--- config.mk ---
export PLATFORM = sky130hd
export DESIGN_NAME = imm_gen_pipe
export DESIGN_NICKNAME = d
export VERILOG_FILES = /design/src/rtl/imm_gen_pipe_pkg.sv /design/src/rtl/imm_decode_core.sv /design/src/rtl/imm_gen_pipe.sv
export SDC_FILE = /design/constraint.sdc
export NUM_CORES = 1
export LEC_CHECK = 0
export BUFFER_PORTS_ARGS = -buffer_cell sky130_fd_sc_hd__buf_2
export CAP_MARGIN = 5
export CORE_ASPECT_RATIO = 0.9
export CORE_MARGIN = 2
export CORE_UTILIZATION = 55
export DETAILED_ROUTE_END_ITERATION = 8
export PLACE_DENSITY_LB_ADDON = 0.3
export SYNTH_ARGS = -nofsm -noshare
export SYNTH_HDL_FRONTEND = slang
export SYNTH_SLANG_ARGS = --single-unit
export TNS_END_PERCENT = 50
--- constraint.sdc ---
create_clock -name clk -period 2.25 [get_ports clk]
set_clock_uncertainty 0.15 [all_clocks]
set_input_delay 0.45 -clock clk [delete_from_list [all_inputs] [get_ports clk]]
set_output_delay 0.45 -clock clk [all_outputs]
set_load 0.02 [all_outputs]
--- src/rtl/imm_gen_pipe_pkg.sv ---
// imm_pkg: immediate formats, RV opcodes and pipeline FSM state for imm_gen_pipe
package imm_pkg;
  typedef enum logic [2:0] {FMT_NONE, FMT_I, FMT_SH, FMT_S, FMT_B, FMT_U, FMT_J, FMT_Z} imm_fmt_e;
  typedef enum logic [1:0] {ST_EMPTY, ST_ONE, ST_FULL} state_e;
  localparam logic [6:0] OPC_LOAD    = 7'b0000011;
  localparam logic [6:0] OPC_FENCE   = 7'b0001111;
  localparam logic [6:0] OPC_OPIMM   = 7'b0010011;
  localparam logic [6:0] OPC_AUIPC   = 7'b0010111;
  localparam logic [6:0] OPC_OPIMM32 = 7'b0011011;
  localparam logic [6:0] OPC_STORE   = 7'b0100011;
  localparam logic [6:0] OPC_OP      = 7'b0110011;
  localparam logic [6:0] OPC_LUI     = 7'b0110111;
  localparam logic [6:0] OPC_OP32    = 7'b0111011;
  localparam logic [6:0] OPC_BRANCH  = 7'b1100011;
  localparam logic [6:0] OPC_JALR    = 7'b1100111;
  localparam logic [6:0] OPC_JAL     = 7'b1101111;
  localparam logic [6:0] OPC_SYSTEM  = 7'b1110011;
endpackage

--- src/rtl/imm_decode_core.sv ---
// imm_decode_core: combinational RISC-V immediate decode and extension to XLEN
module imm_decode_core
  import imm_pkg::*;
#(
  parameter int XLEN         = 32,
  parameter int ENABLE_ZICSR = 1
) (
  input  logic [31:0]     instr,
  output logic [XLEN-1:0] imm,
  output imm_fmt_e        fmt,
  output logic            illegal
);
  function automatic logic [XLEN-1:0] sx(input logic [31:0] v);
    return XLEN'($signed(v));
  endfunction
  logic sh64;
  assign sh64 = (XLEN == 64) && (instr[6:0] == OPC_OPIMM);
  always_comb begin
    imm = '0;
    fmt = FMT_NONE;
    illegal = 1'b0;
    case (instr[6:0])
      OPC_LOAD, OPC_JALR: begin
        fmt = FMT_I;
        imm = sx({{20{instr[31]}}, instr[31:20]});
      end
      OPC_OPIMM, OPC_OPIMM32: begin
        if (instr[6:0] == OPC_OPIMM32 && XLEN != 64) illegal = 1'b1;
        else if (instr[13:12] == 2'b01) begin
          fmt = FMT_SH;
          imm = XLEN'(instr[25:20] & {sh64, 5'h1f});
        end else begin
          fmt = FMT_I;
          imm = sx({{20{instr[31]}}, instr[31:20]});
        end
      end
      OPC_STORE: begin
        fmt = FMT_S;
        imm = sx({{20{instr[31]}}, instr[31:25], instr[11:7]});
      end
      OPC_BRANCH: begin
        fmt = FMT_B;
        imm = sx({{19{instr[31]}}, instr[31], instr[7], instr[30:25], instr[11:8], 1'b0});
      end
      OPC_LUI, OPC_AUIPC: begin
        fmt = FMT_U;
        imm = sx({instr[31:12], 12'b0});
      end
      OPC_JAL: begin
        fmt = FMT_J;
        imm = sx({{11{instr[31]}}, instr[31], instr[19:12], instr[20], instr[30:21], 1'b0});
      end
      OPC_SYSTEM: begin
        if (ENABLE_ZICSR != 0 && instr[14]) begin
          fmt = FMT_Z;
          imm = XLEN'(instr[19:15]);
        end
      end
      OPC_OP, OPC_FENCE: ;
      OPC_OP32: illegal = (XLEN != 64);
      default: illegal = 1'b1;
    endcase
  end
endmodule

--- src/rtl/imm_gen_pipe.sv ---
// imm_gen_pipe: registered immediate-generation stage with 2-entry skid buffer and flush
module imm_gen_pipe
  import imm_pkg::*;
#(
  parameter int XLEN         = 32,
  parameter int ENABLE_ZICSR = 1,
  parameter int PC_W         = 32
) (
  input  logic            clk,
  input  logic            reset,
  input  logic            flush,
  input  logic            in_valid,
  output logic            in_ready,
  input  logic [31:0]     in_instr,
  input  logic [PC_W-1:0] in_pc,
  output logic            out_valid,
  input  logic            out_ready,
  output logic [XLEN-1:0] out_imm,
  output logic [2:0]      out_fmt,
  output logic            out_illegal,
  output logic [PC_W-1:0] out_pc,
  output logic [31:0]     out_instr
);
  localparam int EW = XLEN + 4 + PC_W + 32;
  logic [XLEN-1:0] dec_imm;
  imm_fmt_e dec_fmt;
  logic dec_illegal, accept, drain, in_ready_d, in_ready_q;
  logic [EW-1:0] dec_entry, main_d, main_q, skid_d, skid_q;
  state_e state_d, state_q;
  imm_decode_core #(.XLEN(XLEN), .ENABLE_ZICSR(ENABLE_ZICSR)) u_dec (
    .instr(in_instr),
    .imm(dec_imm),
    .fmt(dec_fmt),
    .illegal(dec_illegal)
  );
  assign dec_entry = {dec_imm, dec_fmt, dec_illegal, in_pc, in_instr};
  assign accept = in_valid & in_ready_q;
  assign drain = (state_q != ST_EMPTY) & out_ready;
  always_comb begin
    state_d = state_q;
    main_d = main_q;
    skid_d = skid_q;
    case (state_q)
      ST_EMPTY: if (accept) begin main_d = dec_entry; state_d = ST_ONE; end
      ST_ONE: begin
        if (accept && drain) main_d = dec_entry;
        else if (accept) begin skid_d = dec_entry; state_d = ST_FULL; end
        else if (drain) state_d = ST_EMPTY;
      end
      ST_FULL: if (drain) begin main_d = skid_q; state_d = ST_ONE; end
      default: state_d = ST_EMPTY;
    endcase
    if (flush) state_d = ST_EMPTY;
    in_ready_d = state_d != ST_FULL;
  end
  always_ff @(posedge clk) begin
    if (reset) begin
      state_q <= ST_EMPTY;
      main_q <= '0;
      skid_q <= '0;
      in_ready_q <= 1'b1;
    end else begin
      state_q <= state_d;
      main_q <= main_d;
      skid_q <= skid_d;
      in_ready_q <= in_ready_d;
    end
  end
  assign in_ready = in_ready_q;
  assign out_valid = state_q != ST_EMPTY;
  assign {out_imm, out_fmt, out_illegal, out_pc, out_instr} = main_q;
endmodule

==> results of run 1 <==
## cells by family after synthesis
| kind of cell | synth area share, % |
|---|---|
| muxes | 0.237 |
| DFF | 48.1 |
| and+or+nand+nor | 21.7 |
| AOI/OAI and AO/OA | 24.0 |
| buffers and inverters | 5.97 |
## power groups by stage
stage,Sequential [mW],Clock (mW),Combinational [mW]
2_1_floorplan,4.06,0,0.459
3_3_place_gp,3.91,0,0.943
3_5_place_dp,3.91,0,0.958
4_1_cts,3.84,3.69,0.964
5_1_grt,3.85,3.83,1.06
6_report,3.84,3.64,0.967
## flip-flops by register name, summed over array words and instances, names as in the netlist
name      count
state_q       2
in_ready      1
main_q      100
skid_q      100
## per-layer routing
layer / GRT usage, % / vias to the layer above / share of wire, %
li1: - / 3959 / -
met1: 39.4 / 3772 / 44
met2: 44.5 / 352 / 45
met3: 4.99 / 43 / 8.8
met4: 8.36 / 0 / 2.4
met5: 0 / - / 0
## final timing paths
check / depth (start not counted) / start / slack, ps / endpoint
max: 5 / state_q[1]$_SDFF_PP0_ / 290 / main_q[48]$_SDFFE_PP0P_
min: 3 / in_pc[7] / 40 / skid_q[39]$_SDFFE_PP0P_
max reg2reg: 5 / state_q[1]$_SDFF_PP0_ / 290 / main_q[48]$_SDFFE_PP0P_
min reg2reg: 2 / skid_q[51]$_SDFFE_PP0P_ / 300 / skid_q[51]$_SDFFE_PP0P_
## layout by cell type (no fill, tap or decap), types with 3 or more instances in the layout
master / count
sky130_fd_sc_hd__a21oi_1: 113
sky130_fd_sc_hd__a311oi_1: 75
sky130_fd_sc_hd__a221oi_1: 8
sky130_fd_sc_hd__bufinv_16: 3
sky130_fd_sc_hd__o21ai_1: 6
sky130_fd_sc_hd__clkbuf_1: 4
sky130_fd_sc_hd__buf_4: 30
sky130_fd_sc_hd__o211ai_1: 3
sky130_fd_sc_hd__clkbuf_8: 4
sky130_fd_sc_hd__o32ai_1: 7
sky130_fd_sc_hd__and3_1: 13
sky130_fd_sc_hd__o21ai_0: 43
sky130_fd_sc_hd__clkbuf_16: 21
sky130_fd_sc_hd__a31oi_1: 11
sky130_fd_sc_hd__o22ai_1: 9
sky130_fd_sc_hd__dfxtp_1: 203
sky130_fd_sc_hd__a222oi_1: 5
sky130_fd_sc_hd__buf_2: 169
sky130_fd_sc_hd__nor2b_1: 4
sky130_fd_sc_hd__a211oi_1: 3
sky130_fd_sc_hd__nand2_1: 296
sky130_fd_sc_hd__nand2b_1: 3
sky130_fd_sc_hd__nor3_1: 5
sky130_fd_sc_hd__inv_1: 4
sky130_fd_sc_hd__a22o_1: 6
sky130_fd_sc_hd__nor2_1: 101
sky130_fd_sc_hd__buf_12: 7
## tightest hold or removal path, delay by kind of cell
kind                   cells  cell delay, ps
AOI/OAI and AO/OA          1              50
buffers and inverters      1             100
and+or+nand+nor            1              50
## final cells by class
cell class	count	area, µm²	share of cell area (%)
Tap cell	198	248	2.44
Timing Repair Buffer	207	1220	12.0
Clock inverter	9	133	1.30
Inverter	5	18.8	0.185
Clock buffer	29	596	5.86
Multi-Input combinational cell	751	3880	38.2
Sequential cell	203	4060	40.0
## what timing repair did
item | in CTS | in global routing
endpoints found under the setup margin | 0 | 0
hold endpoints to repair | 1 | 0
hold buffers | 1 | 0
resized for setup | 0 | 0
## per-stage QoR
step | utilization, % | power (mW) | hold slack [ps] | area (µm²) | worst slack, ps
2_1_floorplan | - | 4.52 | 287 | 8440 | 411
3_3_place_gp | 63.4 | 4.85 | 292 | 9430 | 170
3_5_place_dp | 63.4 | 4.87 | 297 | 9430 | 97.3
4_1_cts | 68.3 | 8.49 | 39.0 | 10200 | 275
5_1_grt | 68.3 | 8.75 | 51.0 | 10200 | 85.7
6_report | 68.3 | 8.44 | 44.7 | 10200 | 287
==> reports/results.txt, run 1 <==
The flow ran to the end, and the final reports show no timing, DRC or antenna violations. For the worst setup path, the data required time is 2490 ps. For the placeable core region, the log shows 14900 µm².

The logs give 42 for the number of standard-cell rows in the floorplan and 0.000616 V for the highest ir drop seen on vdd. For this run, the post-layout net count is 1258. The floorplan step set the die height to 122 µm.

The via count of the first global-routing pass was 7520. The number of slew-limit violations in the final report is 0, and the switching power as a share of total power is 25.4%. The number of buffer and inverter instances along the worst setup path works out to 1. Of the available clock period, the critical path in the final layout requires 87.2%. For the worst-skew pair, the clock arrives at the later sink with an insertion delay of 490 ps. The pre-antenna-repair detailed-routing pass consisted of 6 iterations. 0 antenna diodes ended up in the layout. The slew at the pin closest to its max-slew limit came out at 517 ps.

The logs give 3 for the maximum clock insertion buffer count and 0 for the count of antenna-violating nets left after detailed routing. The largest individual stage delay along the critical path comes from the cell sky130_fd_sc_hd__a22o_4. Relative to the synthesized area, the layout overhead comes to 20.4%.

In this run the horizontal extent of the chip is 135 µm. Data arrives at the worst endpoint at 2210 ps. Timing would allow up to 0.510 GHz. After legalization and detailed placement, the total HPWL measured 14900 µm.

In the final timing run, aggregate negative setup slack is 0 ps. Synthesis inferred 203 register bits. The final critical path time including I/O delays and setup is 1960 ps, and the clock group share of total power is 43.1%. In this run the tool buffered the top-level ports with 170 buffer cells. Cells with a size suffix above 1 make up 21.3% of the layout. After detailed routing, the average wire length per cell comes to 16.5 µm. The mean instance size in the synthesized netlist was 8.00 µm². 171 I/O pins were placed.

Kind of start point of the critical path: a flop. Combinational cells account for 11.5% of the total power. In this design, the largest share of critical-path delay is due to compound AO/OA/AOI/OAI gates.

Of the post-synthesis cell area, the dominant cell type holds 48.1%. The share of synthesized flip-flops with an asynchronous set or reset came out at 0%. The most used flip-flop cell after synthesis is sky130_fd_sc_hd__dfxtp_1.

The cell sitting at the root of the clock tree is a sky130_fd_sc_hd__clkbuf_16. In this run, synthesis inferred 0 flip-flops with an integrated enable. Sequential cells were found to cover 48.1% of the synthesized design area. TritonCTS built the clock tree. Class of the tightest hold or removal check: primary input to flop.

In this run the power density over the cells is 830 nW/µm². Maximum cell stage delay along the critical path: 420 ps. The die covers 16400 µm².

The number of cells after detailed placement was 1363. Yosys instantiated no cell more often than sky130_fd_sc_hd__nand2_1. The sequential share of power came out at 45.4%. The setup fix buffers added after clock tree synthesis came out at 0. The critical path goes through and3b_1 -> a22o_4 -> buf_12 -> nor2_1 -> a311oi_1. Yosys mapped the design onto 54 distinct sky130hd cell types. The global-route usage over all layers came out at 28.0%. The initial utilization of the core area, before any placement, comes to 56.8%. The setup path with the least slack is of type flop to flop.

The initial antenna violation count is 0, and the largest fanout of any net on the critical path is 54. The sum of overflow across all layers after global routing is 0, and the number of standard cells in the layout, taps in and fillers out is 1402. The run gives 37500 µm as the global-route wire length before repair. Internal power comes to 6.30 mW. STA classifies the critical path endpoint as a flop.

In the post-synthesis netlist, the biggest area contributors are sky130_fd_sc_hd__dfxtp_1 (48%), sky130_fd_sc_hd__nand2_1 (13%), sky130_fd_sc_hd__a311oi_1 (7.8%), sky130_fd_sc_hd__a21oi_1 (6.7%), sky130_fd_sc_hd__nor2_1 (4.5%). Clock sink count: 203. Setup violations remaining at the end of the flow were counted as 0.

Counting instances in the post-synthesis netlist gives the leading cell types as sky130_fd_sc_hd__nand2_1 (297), sky130_fd_sc_hd__dfxtp_1 (203), sky130_fd_sc_hd__a21oi_1 (113). Across the run, the number of max-cap violations was 0. For the number of filler instances in the final layout, the log shows 1242. The number of remaining DRC errors was 0; the CTS H-tree depth was 1. In the routed layout, each cell is associated on average with a via count of 5.80. Routability-driven placement finished with a final weighted congestion of 0.876.

For this design the total switching power over the nets is 2.14 mW. In this run the static leakage power is 4.17 nW. The run gives 1055 as the number of standard cells after synthesis.

The starting DRC count in detailed routing came out at 768. The Yosys warning count is 0, and the maximum number of pins on one net before global-route repair is 87. Cell type with the highest aggregate area in the netlist: sky130_fd_sc_hd__dfxtp_1. The logs give 8126 for the vias after detailed routing and 23200 µm for the routed wire length. The cell area that synthesis handed to floorplanning was 8440 µm². The worst slew margin relative to its limit is 65.5%, and the clock transition at the register clock pins on the worst setup and hold paths after CTS is 60 ps. TritonCTS created 21 clock buffers. The synthesized netlist net count is 1124, and the number of hold violations in the final report is 0. Setup repair after global routing left no endpoint under its margin.
Power figures use the tool's default switching activity.
==> inputs of run 2 (changes only) <==
- CELL_PAD_IN_SITES_DETAIL_PLACEMENT: default -> 1
- CELL_PAD_IN_SITES_GLOBAL_PLACEMENT: default -> 2
- CORE_UTILIZATION: 55 -> 32
==> reports/results.txt, run 2 (same netlist as run 1, synthesis figures left out) <==
After layout, the minimum clock period comes to 2090 ps. The run gives 0 as the number of hold violations in the final report. Pin placement for this block handled 171 I/O pins. The CTS buffer count is 24. At the later pin of the worst-skew pair, clock insertion delay measures 510 ps. Once placement finished, the instance area stood at 9760 µm². Setup violations remaining at the end of the flow were counted as 0. At the pin with the least slew margin, the transition time is 558 ps.

VDD sags by at most 0.000473 V. At the worst endpoint, the required time is 2500 ps. The run gives 44700 µm as the global-route wire length before repair.

The run gives 62.7% as the worst slew margin relative to its limit. The number of buffer and inverter instances along the worst setup path works out to 1. The run finished with clean final reports. The cell at the slowest stage of the critical path was sky130_fd_sc_hd__dfxtp_1. The number of nets at the end of the flow came out at 1270. Data arrives at the worst endpoint at 2340 ps. Summed over all layers, the routed wires come to 28200 µm. The clock transition at the register clock pins on the worst setup and hold paths after CTS was 60 ps. The run gives 1 as the CTS H-tree depth. Setup repair after global routing left no endpoint under its margin.

The x dimension of the die came out at 175 µm. The floorplan step defined a die boundary enclosing 27700 µm². For the initial antenna violation count, the log shows 0. The worst setup path endpoint is main_q[58]$_SDFFE_PP0P_. The run gives 7 as the number of iterations in the first detailed-routing pass. CTS placed an instance of sky130_fd_sc_hd__clkbuf_16 at the clock tree root. The final critical path takes up 92.8% of the cycle. The final instance area was 10500 µm²; the count of antenna-violating nets left after detailed routing was 0. The most common cell after layout, fill and taps aside is sky130_fd_sc_hd__nand2_1. The cell family contributing the most delay on the critical path is compound AO/OA/AOI/OAI gates. The critical path start-end classification was flop to flop. The reg2reg setup slack was 160 ps. In this run the worst path has a maximum fanout of 56. TritonCTS built the clock tree. The path depth of the worst reg2reg path came out at 5. Counting every sink on the clock net gives 203.

In this run, the number of DRC markers left after iteration 0 of detailed routing was 498. The launching element of the worst setup path is state_q[1]$_SDFF_PP0_. Input and output buffers added on the ports amount to 170. Summed over all cells, the static leakage comes to 4.25 nW. The class of the tightest hold or removal check is primary input to flop. The region available for standard cell placement spans 26000 µm². The critical path goes through nor2b_4 -> a22o_4 -> buf_12 -> nor2_1 -> a311oi_1.

Post-CTS timing repair inserted 0 buffers for setup. Global routing used 20.1% of the available tracks. For the count of max-cap constraint violations, the log shows 0. The floorplan step set the die height to 158 µm. In this design, the stage delay of the slowest critical-path cell is 440 ps.

From synthesis to final layout, the design area changed by 24.5%. Dividing total power by cell area gives a power density of 816 nW/µm². The number of remaining DRC errors was 0. The tools report the worst flop-to-flop path startpoint as state_q[1]$_SDFF_PP0_.

The via count of the first global-routing pass was 7993; the cell count along the critical path was 5. Number of standard-cell rows in the floorplan: 56. The total overflow left after global routing is 0.

The maximum clock insertion buffer count was 3. STA classifies the critical path endpoint as a flop. For the maximum number of pins on one net before global-route repair, the log shows 57.

The wire-length estimate of the detail-placed layout is 18800 µm. Post-detailed-route wirelength per cell: 18.1 µm. The effective utilization at floorplan was 32.5%; the maximum achievable frequency was 0.479 GHz. The logs give 0.803 for the placer congestion estimate and 0 for the number of slew-limit violations in the final report.

Dividing the detail-routed via count by the number of cells gives 5.22. In the final layout, the registers with the most flip-flops are main_q (100), skid_q (100), state_q (2). The setup total negative slack is 0 ps, and the vias after detailed routing is 8158. STA classifies the critical path startpoint as a flop.

Worst reg2reg path endpoint: main_q[58]$_SDFFE_PP0P_. Leaving out fill and tap cells, the most frequent cells in the layout are sky130_fd_sc_hd__nand2_1 (296), sky130_fd_sc_hd__dfxtp_1 (203), sky130_fd_sc_hd__buf_2 (169). The share of post-route cells with drive strength above 1 was 21.7%.
## run 2: changes by cell type in the layout (fill, tap and decap cells not counted)
cell and delta:
sky130_fd_sc_hd__clkbuf_8 -1, sky130_fd_sc_hd__buf_6 +1, sky130_fd_sc_hd__diode_2 +1, sky130_fd_sc_hd__inv_6 -2, sky130_fd_sc_hd__clkbuf_1 +3, sky130_fd_sc_hd__clkbuf_16 +4, sky130_fd_sc_hd__bufinv_16 -2, sky130_fd_sc_hd__buf_12 +6
sky130_fd_sc_hd__buf_4 +2, sky130_fd_sc_hd__clkinvlp_4 -1
## run 2: worst reg2reg max path, stage by stage, from the launching register on
cell,delay (ps)
sky130_fd_sc_hd__dfxtp_1,440
sky130_fd_sc_hd__nor2b_4,230
sky130_fd_sc_hd__a22o_4,430
sky130_fd_sc_hd__buf_12,290
sky130_fd_sc_hd__nor2_1,110
sky130_fd_sc_hd__a311oi_1,320
## run 2: area by class of cell
type | instances | area (µm²)
antenna | 1 | 2.50
clock buffer | 35 | 693
timing repair buffer | 216 | 1370
tap | 348 | 435
multi-input combinational | 751 | 3880
inverter | 5 | 18.8
clock inverter | 4 | 47.5
sequential | 203 | 4060
fill | 3141 | 15500
## run 2: through the flow
step,hold WS (ps),setup WS (ps),instances,power [mW],utilization [%]
floorplan,287,411,1055,4.52,-
global placement,292,12.9,1522,4.92,37.5
detailed placement,298,-44.8,1522,4.94,37.5
CTS,18.8,130,1562,8.69,40.4
global route,32.7,3.41,1562,8.95,40.4
finish,30.7,161,1563,8.58,40.4
## run 2: how the worst min path moves through the flow
stage | start | endpoint | slack, ps | depth (start not counted)
2_1_floorplan | skid_q[0]$_SDFFE_PP0P_ | skid_q[0]$_SDFFE_PP0P_ | 290 | 2
3_3_place_gp | main_q[66]$_SDFFE_PP0P_ | main_q[66]$_SDFFE_PP0P_ | 290 | 2
3_5_place_dp | skid_q[0]$_SDFFE_PP0P_ | skid_q[0]$_SDFFE_PP0P_ | 300 | 2
4_1_cts | in_pc[18] | skid_q[50]$_SDFFE_PP0P_ | 20 | 3
5_1_grt | in_pc[27] | skid_q[59]$_SDFFE_PP0P_ | 30 | 3
6_report | in_pc[18] | skid_q[50]$_SDFFE_PP0P_ | 30 | 3
## run 2: power breakdown
group	switching (mW)	total, mW	internal, mW
combinational	0.665	1.01	0.347
sequential	0.0826	3.84	3.76
clock	1.50	3.73	2.23
## run 2: timing repair
item / in CTS / in global routing
gates resized for setup: 0 / 0
hold buffers: 1 / 0
hold endpoints to repair: 1 / 0
## run 2: per-layer routing
metal / vias up / wire (µm) / global-route usage [%]
met2: 199 / 12200 / 30.8
met3: 30 / 1740 / 3.84
met5: - / 0 / 0
met1: 3948 / 13800 / 29.4
met4: 0 / 465 / 3.97
li1: 3981 / - / -
